$ cat config.mk
export PLATFORM = sky130hd
export DESIGN_NAME = tlul_echo_master_buf_flat
export DESIGN_NICKNAME = d
export VERILOG_FILES = /design/src/rtl/tlul_echo_master_buf_if.sv /design/src/rtl/tlul_echo_master_buf.sv /design/src/flat_wrapper.sv
export SDC_FILE = /design/constraint.sdc
export NUM_CORES = 1
export LEC_CHECK = 0
export BUFFER_PORTS_ARGS = -buffer_cell sky130_fd_sc_hd__buf_2
export CAP_MARGIN = 5
export CELL_PAD_IN_SITES_DETAIL_PLACEMENT = 1
export CELL_PAD_IN_SITES_GLOBAL_PLACEMENT = 1
export CORE_MARGIN = 10
export CORE_UTILIZATION = 28
export DETAILED_ROUTE_END_ITERATION = 8
export MAX_ROUTING_LAYER = met4
export PLACE_DENSITY = 0.64
export SYNTH_ARGS = -nofsm -noshare
export SYNTH_HDL_FRONTEND = slang
export SYNTH_SLANG_ARGS = --single-unit
$ cat constraint.sdc
create_clock -name CLK -period 2.7 [get_ports CLK]
set_input_delay 0.405 -clock CLK [delete_from_list [all_inputs] [get_ports CLK]]
set_output_delay 0.405 -clock CLK [all_outputs]
set_load 0.1 [all_outputs]
$ cat src/rtl/tlul_echo_master_buf_if.sv
// rtl/tlul_echo_master_buf_if.sv - TL-UL A/D channel bundle between the echo master and the UART slave
// Parameters: W data bytes, A address bits, Z size bits, O source bits, I sink bits.
// master modport: drives the A channel and d_ready; slave modport: drives a_ready and the D channel.
interface tlul_echo_master_buf_if #(
    parameter int W = 4,
    parameter int A = 32,
    parameter int Z = 4,
    parameter int O = 5,
    parameter int I = 5
);
    logic [2:0]     a_opcode;
    logic [2:0]     a_param;
    logic [Z-1:0]   a_size;
    logic [O-1:0]   a_source;
    logic [A-1:0]   a_address;
    logic [W-1:0]   a_mask;
    logic [8*W-1:0] a_data;
    logic           a_valid;
    logic           a_ready;

    logic [2:0]     d_opcode;
    logic [1:0]     d_param;
    logic [Z-1:0]   d_size;
    logic [O-1:0]   d_source;
    logic [I-1:0]   d_sink;
    logic [8*W-1:0] d_data;
    logic           d_error;
    logic           d_valid;
    logic           d_ready;

    modport master (
        output a_opcode, a_param, a_size, a_source, a_address, a_mask, a_data, a_valid,
        input  a_ready,
        input  d_opcode, d_param, d_size, d_source, d_sink, d_data, d_error, d_valid,
        output d_ready
    );

    modport slave (
        input  a_opcode, a_param, a_size, a_source, a_address, a_mask, a_data, a_valid,
        output a_ready,
        output d_opcode, d_param, d_size, d_source, d_sink, d_data, d_error, d_valid,
        input  d_ready
    );
endinterface

$ cat src/rtl/tlul_echo_master_buf.sv
// rtl/tlul_echo_master_buf.sv - buffered TL-UL echo master: polls UART for bytes, FIFOs them, writes them back
// Ports:
//   CLK, RST_N   clock, asynchronous active-low reset
//   bus          TL-UL master side (A channel requests, D channel responses)
//   fifo_level   FIFO occupancy 0..DEPTH
//   rx_count     bytes pushed into the FIFO (wraps)
//   tx_count     bytes acknowledged by the UART transmitter (wraps)
//   proto_err    sticky: response with wrong source or opcode was seen
module tlul_echo_master_buf #(
    parameter int UART_ADDRESS = 127,
    parameter int W            = 4,
    parameter int A            = 32,
    parameter int Z            = 4,
    parameter int O            = 5,
    parameter int I            = 5,
    parameter int DEPTH        = 8,
    parameter int MODE         = 0,
    parameter int SOURCE_ID    = 0
) (
    input  logic                     CLK,
    input  logic                     RST_N,
    tlul_echo_master_buf_if.master   bus,
    output logic [$clog2(DEPTH):0]   fifo_level,
    output logic [15:0]              rx_count,
    output logic [15:0]              tx_count,
    output logic                     proto_err
);
    localparam int LW = $clog2(DEPTH);
    localparam int L  = UART_ADDRESS % W;

    typedef enum logic [1:0] {ARB, REQ, RSP} state_t;

    state_t        state;
    logic          last_put;   // 1 when the previously completed transaction was a Put
    logic          cur_put;    // kind of the transaction currently in flight
    logic [7:0]    mem [DEPTH];
    logic [LW-1:0] wr_ptr;
    logic [LW-1:0] rd_ptr;

    logic          put_ok;
    logic          get_ok;
    logic          sel_put;
    logic          rsp_fire;
    logic          push;
    logic          pop;
    logic          bad_rsp;
    logic [7:0]    rx_byte;
    logic [7:0]    head;
    logic          unused;

    function automatic logic [7:0] xform(input logic [7:0] b);
        if (MODE == 1 && b >= 8'h61 && b <= 8'h7A) begin
            return b - 8'h20;
        end
        return b;
    endfunction

    assign put_ok   = fifo_level != '0;
    assign get_ok   = fifo_level != (LW+1)'(DEPTH);
    // Alternate when both are possible so neither direction starves.
    assign sel_put  = put_ok && (!get_ok || !last_put);
    assign head     = mem[rd_ptr];

    assign rsp_fire = (state == RSP) && bus.d_valid;
    assign push     = rsp_fire && !cur_put && !bus.d_error;
    assign pop      = rsp_fire &&  cur_put && !bus.d_error;
    assign rx_byte  = xform(bus.d_data[8*L +: 8]);
    assign bad_rsp  = (bus.d_source != O'(SOURCE_ID)) ||
                      (bus.d_opcode != (cur_put ? 3'd0 : 3'd1));

    assign unused   = ^{bus.d_param, bus.d_size, bus.d_sink, bus.d_data};

    // Storage carries no reset; validity is tracked by the pointers and level.
    always_ff @(posedge CLK) begin
        if (push) begin
            mem[wr_ptr] <= rx_byte;
        end
    end

    always_ff @(posedge CLK or negedge RST_N) begin
        if (!RST_N) begin
            state         <= ARB;
            last_put      <= 1'b1;
            cur_put       <= 1'b0;
            wr_ptr        <= '0;
            rd_ptr        <= '0;
            fifo_level    <= '0;
            rx_count      <= '0;
            tx_count      <= '0;
            proto_err     <= 1'b0;
            bus.a_opcode  <= '0;
            bus.a_param   <= '0;
            bus.a_size    <= '0;
            bus.a_source  <= '0;
            bus.a_address <= '0;
            bus.a_mask    <= '0;
            bus.a_data    <= '0;
            bus.a_valid   <= 1'b0;
            bus.d_ready   <= 1'b0;
        end else begin
            case (state)
                ARB: begin
                    if (put_ok || get_ok) begin
                        cur_put       <= sel_put;
                        bus.a_opcode  <= sel_put ? 3'd0 : 3'd4;
                        bus.a_param   <= '0;
                        bus.a_size    <= '0;
                        bus.a_source  <= O'(SOURCE_ID);
                        bus.a_address <= A'(UART_ADDRESS);
                        bus.a_mask    <= W'(1) << L;
                        bus.a_data    <= sel_put ? ((8*W)'(head) << (8*L)) : '0;
                        bus.a_valid   <= 1'b1;
                        state         <= REQ;
                    end
                end
                REQ: begin
                    if (bus.a_ready) begin
                        bus.a_valid <= 1'b0;
                        bus.d_ready <= 1'b1;
                        state       <= RSP;
                    end
                end
                RSP: begin
                    if (bus.d_valid) begin
                        bus.d_ready <= 1'b0;
                        last_put    <= cur_put;
                        state       <= ARB;
                        if (bad_rsp) begin
                            proto_err <= 1'b1;
                        end
                        // push and pop are mutually exclusive: one transaction at a time.
                        if (push) begin
                            wr_ptr     <= wr_ptr + 1'b1;
                            fifo_level <= fifo_level + 1'b1;
                            rx_count   <= rx_count + 16'd1;
                        end
                        if (pop) begin
                            rd_ptr     <= rd_ptr + 1'b1;
                            fifo_level <= fifo_level - 1'b1;
                            tx_count   <= tx_count + 16'd1;
                        end
                    end
                end
                default: state <= ARB;
            endcase
        end
    end
endmodule

$ cat src/flat_wrapper.sv
// flat-port wrapper written by rule: the top's interface ports become plain ports
module tlul_echo_master_buf_flat 
#(
    parameter int UART_ADDRESS = 127,
    parameter int W            = 4,
    parameter int A            = 32,
    parameter int Z            = 4,
    parameter int O            = 5,
    parameter int I            = 5,
    parameter int DEPTH        = 8,
    parameter int MODE         = 0,
    parameter int SOURCE_ID    = 0
)
  (CLK, RST_N, fifo_level, rx_count, tx_count, proto_err, bus_a_opcode, bus_a_param, bus_a_size, bus_a_source, bus_a_address, bus_a_mask, bus_a_data, bus_a_valid, bus_a_ready, bus_d_opcode, bus_d_param, bus_d_size, bus_d_source, bus_d_sink, bus_d_data, bus_d_error, bus_d_valid, bus_d_ready);
  tlul_echo_master_buf_if #(.W(W), .A(A), .Z(Z), .O(O), .I(I)) bus_i ();
  input  logic CLK;
  input  logic RST_N;
  output logic [$clog2(DEPTH):0] fifo_level;
  output logic [15:0] rx_count;
  output logic [15:0] tx_count;
  output logic proto_err;
  output wire logic [$bits(bus_i.a_opcode)-1:0] bus_a_opcode;
  output wire logic [$bits(bus_i.a_param)-1:0] bus_a_param;
  output wire logic [$bits(bus_i.a_size)-1:0] bus_a_size;
  output wire logic [$bits(bus_i.a_source)-1:0] bus_a_source;
  output wire logic [$bits(bus_i.a_address)-1:0] bus_a_address;
  output wire logic [$bits(bus_i.a_mask)-1:0] bus_a_mask;
  output wire logic [$bits(bus_i.a_data)-1:0] bus_a_data;
  output wire logic [$bits(bus_i.a_valid)-1:0] bus_a_valid;
  input wire logic [$bits(bus_i.a_ready)-1:0] bus_a_ready;
  input wire logic [$bits(bus_i.d_opcode)-1:0] bus_d_opcode;
  input wire logic [$bits(bus_i.d_param)-1:0] bus_d_param;
  input wire logic [$bits(bus_i.d_size)-1:0] bus_d_size;
  input wire logic [$bits(bus_i.d_source)-1:0] bus_d_source;
  input wire logic [$bits(bus_i.d_sink)-1:0] bus_d_sink;
  input wire logic [$bits(bus_i.d_data)-1:0] bus_d_data;
  input wire logic [$bits(bus_i.d_error)-1:0] bus_d_error;
  input wire logic [$bits(bus_i.d_valid)-1:0] bus_d_valid;
  output wire logic [$bits(bus_i.d_ready)-1:0] bus_d_ready;
  assign bus_a_opcode = bus_i.a_opcode;
  assign bus_a_param = bus_i.a_param;
  assign bus_a_size = bus_i.a_size;
  assign bus_a_source = bus_i.a_source;
  assign bus_a_address = bus_i.a_address;
  assign bus_a_mask = bus_i.a_mask;
  assign bus_a_data = bus_i.a_data;
  assign bus_a_valid = bus_i.a_valid;
  assign bus_i.a_ready = bus_a_ready;
  assign bus_i.d_opcode = bus_d_opcode;
  assign bus_i.d_param = bus_d_param;
  assign bus_i.d_size = bus_d_size;
  assign bus_i.d_source = bus_d_source;
  assign bus_i.d_sink = bus_d_sink;
  assign bus_i.d_data = bus_d_data;
  assign bus_i.d_error = bus_d_error;
  assign bus_i.d_valid = bus_d_valid;
  assign bus_d_ready = bus_i.d_ready;
  tlul_echo_master_buf #(.UART_ADDRESS(UART_ADDRESS), .W(W), .A(A), .Z(Z), .O(O), .I(I), .DEPTH(DEPTH), .MODE(MODE), .SOURCE_ID(SOURCE_ID)) u_core (.CLK(CLK), .RST_N(RST_N), .bus(bus_i), .fifo_level(fifo_level), .rx_count(rx_count), .tx_count(tx_count), .proto_err(proto_err));
endmodule
==> impl_results.md <==
* Outcome: finished, final reports clean
* Count of synthesis-stage warnings from yosys at 0
* Share of total power in sequential cells at 34.2%
* Share of power burned in the clock network at 32.1%
* Final standard cell count with taps included and fillers excluded at 756
* Total routing usage reported by global routing at 10.5%
* Clock transition at path regs at 0.06 ns
* Total via count in the routed design at 3179
* Area of the die at 0.0260 mm²
* Mapped cell area at 0.00558 mm²
* Average wire length per cell after detail routing at 17.3 µm
* Die X-Extent at 161 µm
* Crit share post-route at 83.7%
* Synthesized instance count at 384
* Starting utilization of the core area at 28.6%
* Arrival time at the worst endpoint at 2.37 ns
* Most common library cell in the layout ignoring fill and taps: sky130_fd_sc_hd__buf_2
* Core Box Area at 0.0195 mm²
* Transition time of the tightest slew-check pin at 0.817 ns
* Fill cell count at 2146
* Inst Count DP at 722
* Dominant cell type by area after synthesis: sky130_fd_sc_hd__edfxtp_1
* Worst-case vdd ir drop at 0.488 mV
* Number of buffers added to fix hold violations after cts at 1
* Final antenna-violating net count at 0
* Final hold violation count at 0
* Last weighted congestion value of the routability-driven placer at 0.735
* Clock tree from TritonCTS: yes
* Clock latency of the later-clocked register in the worst-skew pair at 0.42 ns
* Nets at 538
* Max-slew violations at 0
* R2R Setup Slk at 0.44 ns
* Number of global-route vias before repair at 3550
* Sw frac at 42.1%
* Number of flops mapped to enable cells by yosys at 64
* Critical path capture point type: register
* Internal power component at 4150 µW
* Maximum frequency from static timing analysis at 442 MHz
* Die span in y at 161 µm
* Post-detailed-route DRC marker count at 0
* Maximum level of the CTS H-tree at 4
* Most frequent cells in the layout: sky130_fd_sc_hd__buf_2, sky130_fd_sc_hd__conb_1, sky130_fd_sc_hd__edfxtp_1, sky130_fd_sc_hd__dfrtp_1, sky130_fd_sc_hd__xnor2_1
* Worst Setup Start Kind: register
* Leakage at 0.00285 µW
* Final HPWL from detailed placement at 9.24 mm
* Area growth from synthesis to final layout at 19.1%
* Type of the most critical hold path: primary input to register
* Clk sinks at 123
* Start-to-end type of the worst setup path: register to register
* Layout cells sized above 1 at 30.2%
* Net switching power at 3020 µW
* Final setup viols at 0
* Cts repair resizes at 0
* Overall power at 7170 µW
* Setup repair after global routing missed its margin: false
* Final Critical Period at 2.26 ns
* Synthesized area per cell at 14.5 µm²
* Total of flip-flops plus latches after synthesis at 123
* Sum of overflow across all layers after global routing at 0
* Clock Tree Root: sky130_fd_sc_hd__clkbuf_16
* Buffers inserted by post-CTS timing repair at 0
* Final sum of negative setup slack at 0 ns
* Post-synthesis async set-or-reset flop share at 48.0%
* Launch point of the worst hold path: bus_a_ready
* End of the critical path: u_core.mem[2][5]$_DFFE_PP_
* Maxcap violations at 0
* Combinational group share of total power at 33.7%
* Detailed-route vias per instance at 4.21
* Worst Setup Slack post-DPL at 0.356 ns
* Routed WL at 13.1 mm
* Number of DRC violations after detailed-routing iteration 0 at 110
* Worst Setup Slack, final at 0.439 ns
* Top-Level Pins at 178
* Reg2Reg Depth at 4
* Sequential-to-total area share from yosys stat at 60.9%
* Clock buffers created by TritonCTS at 17
* Start of the worst register-to-register path: u_core.state[0]$_DFFE_PN0P_
* # rows at 51
* Pin count of the biggest net entering global routing at 55
* CTS max path bufs at 2
* Slew Limit Headroom at 45.5%
* Required time of the critical path at 2.81 ns
* Maximum fanout encountered on the critical timing path at 8
* Total power divided by cell area at 1080 mW/mm²
* Worst setup path startpoint: u_core.state[0]$_DFFE_PN0P_
* Most used flip-flop cell after synthesis: sky130_fd_sc_hd__edfxtp_1
* Number of detailed-routing iterations run before antenna repair at 6
* Synth area leaders: sky130_fd_sc_hd__edfxtp_1, sky130_fd_sc_hd__dfrtp_1, sky130_fd_sc_hd__buf_4, sky130_fd_sc_hd__xnor2_1, sky130_fd_sc_hd__mux4_1
* Wire length of the first global-routing pass at 20.5 mm
* Initial antenna violation count at 1
* Synth unique cells at 43
* Capture point of the worst reg-to-reg path: u_core.mem[2][5]$_DFFE_PP_
* Layout Skew at 0.00671 ns
* Count of input and output buffers at 76
* Top-area cell type share of the netlist area at 34.4%
## cells in the mapped netlist (4+ instances only)
master,instances
sky130_fd_sc_hd__buf_4,73
sky130_fd_sc_hd__edfxtp_1,64
sky130_fd_sc_hd__dfrtp_1,58
sky130_fd_sc_hd__xnor2_1,29
sky130_fd_sc_hd__nand2_1,23
sky130_fd_sc_hd__nand3_1,14
sky130_fd_sc_hd__xor2_1,10
sky130_fd_sc_hd__and3_1,9
sky130_fd_sc_hd__mux2_2,9
sky130_fd_sc_hd__a22o_1,8
sky130_fd_sc_hd__mux4_1,8
sky130_fd_sc_hd__mux4_2,8
sky130_fd_sc_hd__nor2_1,7
sky130_fd_sc_hd__ha_1,5
sky130_fd_sc_hd__nand4_1,5
sky130_fd_sc_hd__nor3_1,5
sky130_fd_sc_hd__nor3_2,5
sky130_fd_sc_hd__clkbuf_1,4
sky130_fd_sc_hd__mux2_1,4
## stage by stage
stage | hold slack [ns] | util (%) | cell area [µm²]
5_1_grt | 0.169 | 34.0 | 6650
3_3_place_gp | 0.242 | 30.9 | 6040
4_1_cts | 0.167 | 34.0 | 6650
3_5_place_dp | 0.249 | 30.9 | 6040
6_report | 0.192 | 34.0 | 6650
2_1_floorplan | 0.109 | - | 5820
## how the worst min path moves through the flow
stage / to / slack (ns) / cells after the start
after floorplan: u_core.bus.a_address[0]$_DFFE_PN0P_ / 0.11 / 0
after global placement: u_core.rx_count[6]$_DFFE_PN0P_ / 0.24 / 1
after detailed placement: u_core.rx_count[6]$_DFFE_PN0P_ / 0.25 / 1
after CTS: u_core.state[0]$_DFFE_PN0P_ / 0.17 / 2
after global routing: u_core.state[0]$_DFFE_PN0P_ / 0.17 / 2
final: u_core.state[0]$_DFFE_PN0P_ / 0.19 / 2
## state kept, by name, summed over array words and instances, names as in the netlist, 2 cells and up
| name | flops |
|---|---|
| u_core.mem | 64 |
| u_core.fifo_level | 4 |
| u_core.rx_count | 16 |
| u_core.wr_ptr | 3 |
| u_core.rd_ptr | 3 |
| u_core.state | 2 |
| u_core.tx_count | 16 |
| u_core.bus.a_data | 8 |
## power groups by stage
stage | sequential (µW) | combinational, µW | clock, µW
finish | 2450 | 2420 | 2300
CTS | 2460 | 2460 | 2360
global route | 2500 | 2560 | 2450
floorplan | 3340 | 1220 | 0
detailed placement | 2490 | 2450 | 0
global placement | 2480 | 2410 | 0
## critical path, stage by stage, from the launching register on
cell	delay, ns
sky130_fd_sc_hd__dfrtp_1	0.45
sky130_fd_sc_hd__nand4bb_1	0.47
sky130_fd_sc_hd__or2_1	0.39
sky130_fd_sc_hd__nor4b_1	0.37
sky130_fd_sc_hd__buf_4	0.28
## per-layer routing
layer / global-route usage, % / up-vias / wire length, µm
li1: - / 1433 / -
met2: 17.5 / 113 / 6450
met5: - / - / 0
met3: 4.30 / 15 / 964
met4: 3.85 / 0 / 208
met1: 11.1 / 1618 / 5460
## area by class of cell
class | instances | area [µm²] | share of cell area (%)
Tap cell | 265 | 332 | 4.99
Sequential cell | 123 | 3400 | 51.1
Antenna cell | 1 | 2.50 | 0.0376
Timing Repair Buffer | 92 | 515 | 7.75
Inverter | 2 | 7.51 | 0.113
Clock buffer | 19 | 443 | 6.66
Clock inverter | 13 | 154 | 2.32
Multi-Input combinational cell | 241 | 1790 | 27.0
## logic make-up after synthesis
| logic type | synth area share (%) |
|---|---|
| DFF | 60.9 |
| buffers and inverters | 11.3 |
| and+or+nand+nor | 8.30 |
| xor gates and xnor gates | 6.12 |
| muxes | 9.98 |
| AOI/OAI and AO/OA | 2.20 |
| adders and majority gates | 1.12 |
| other | 0.0672 |
Note: power is estimated with default switching activity, not from simulation.
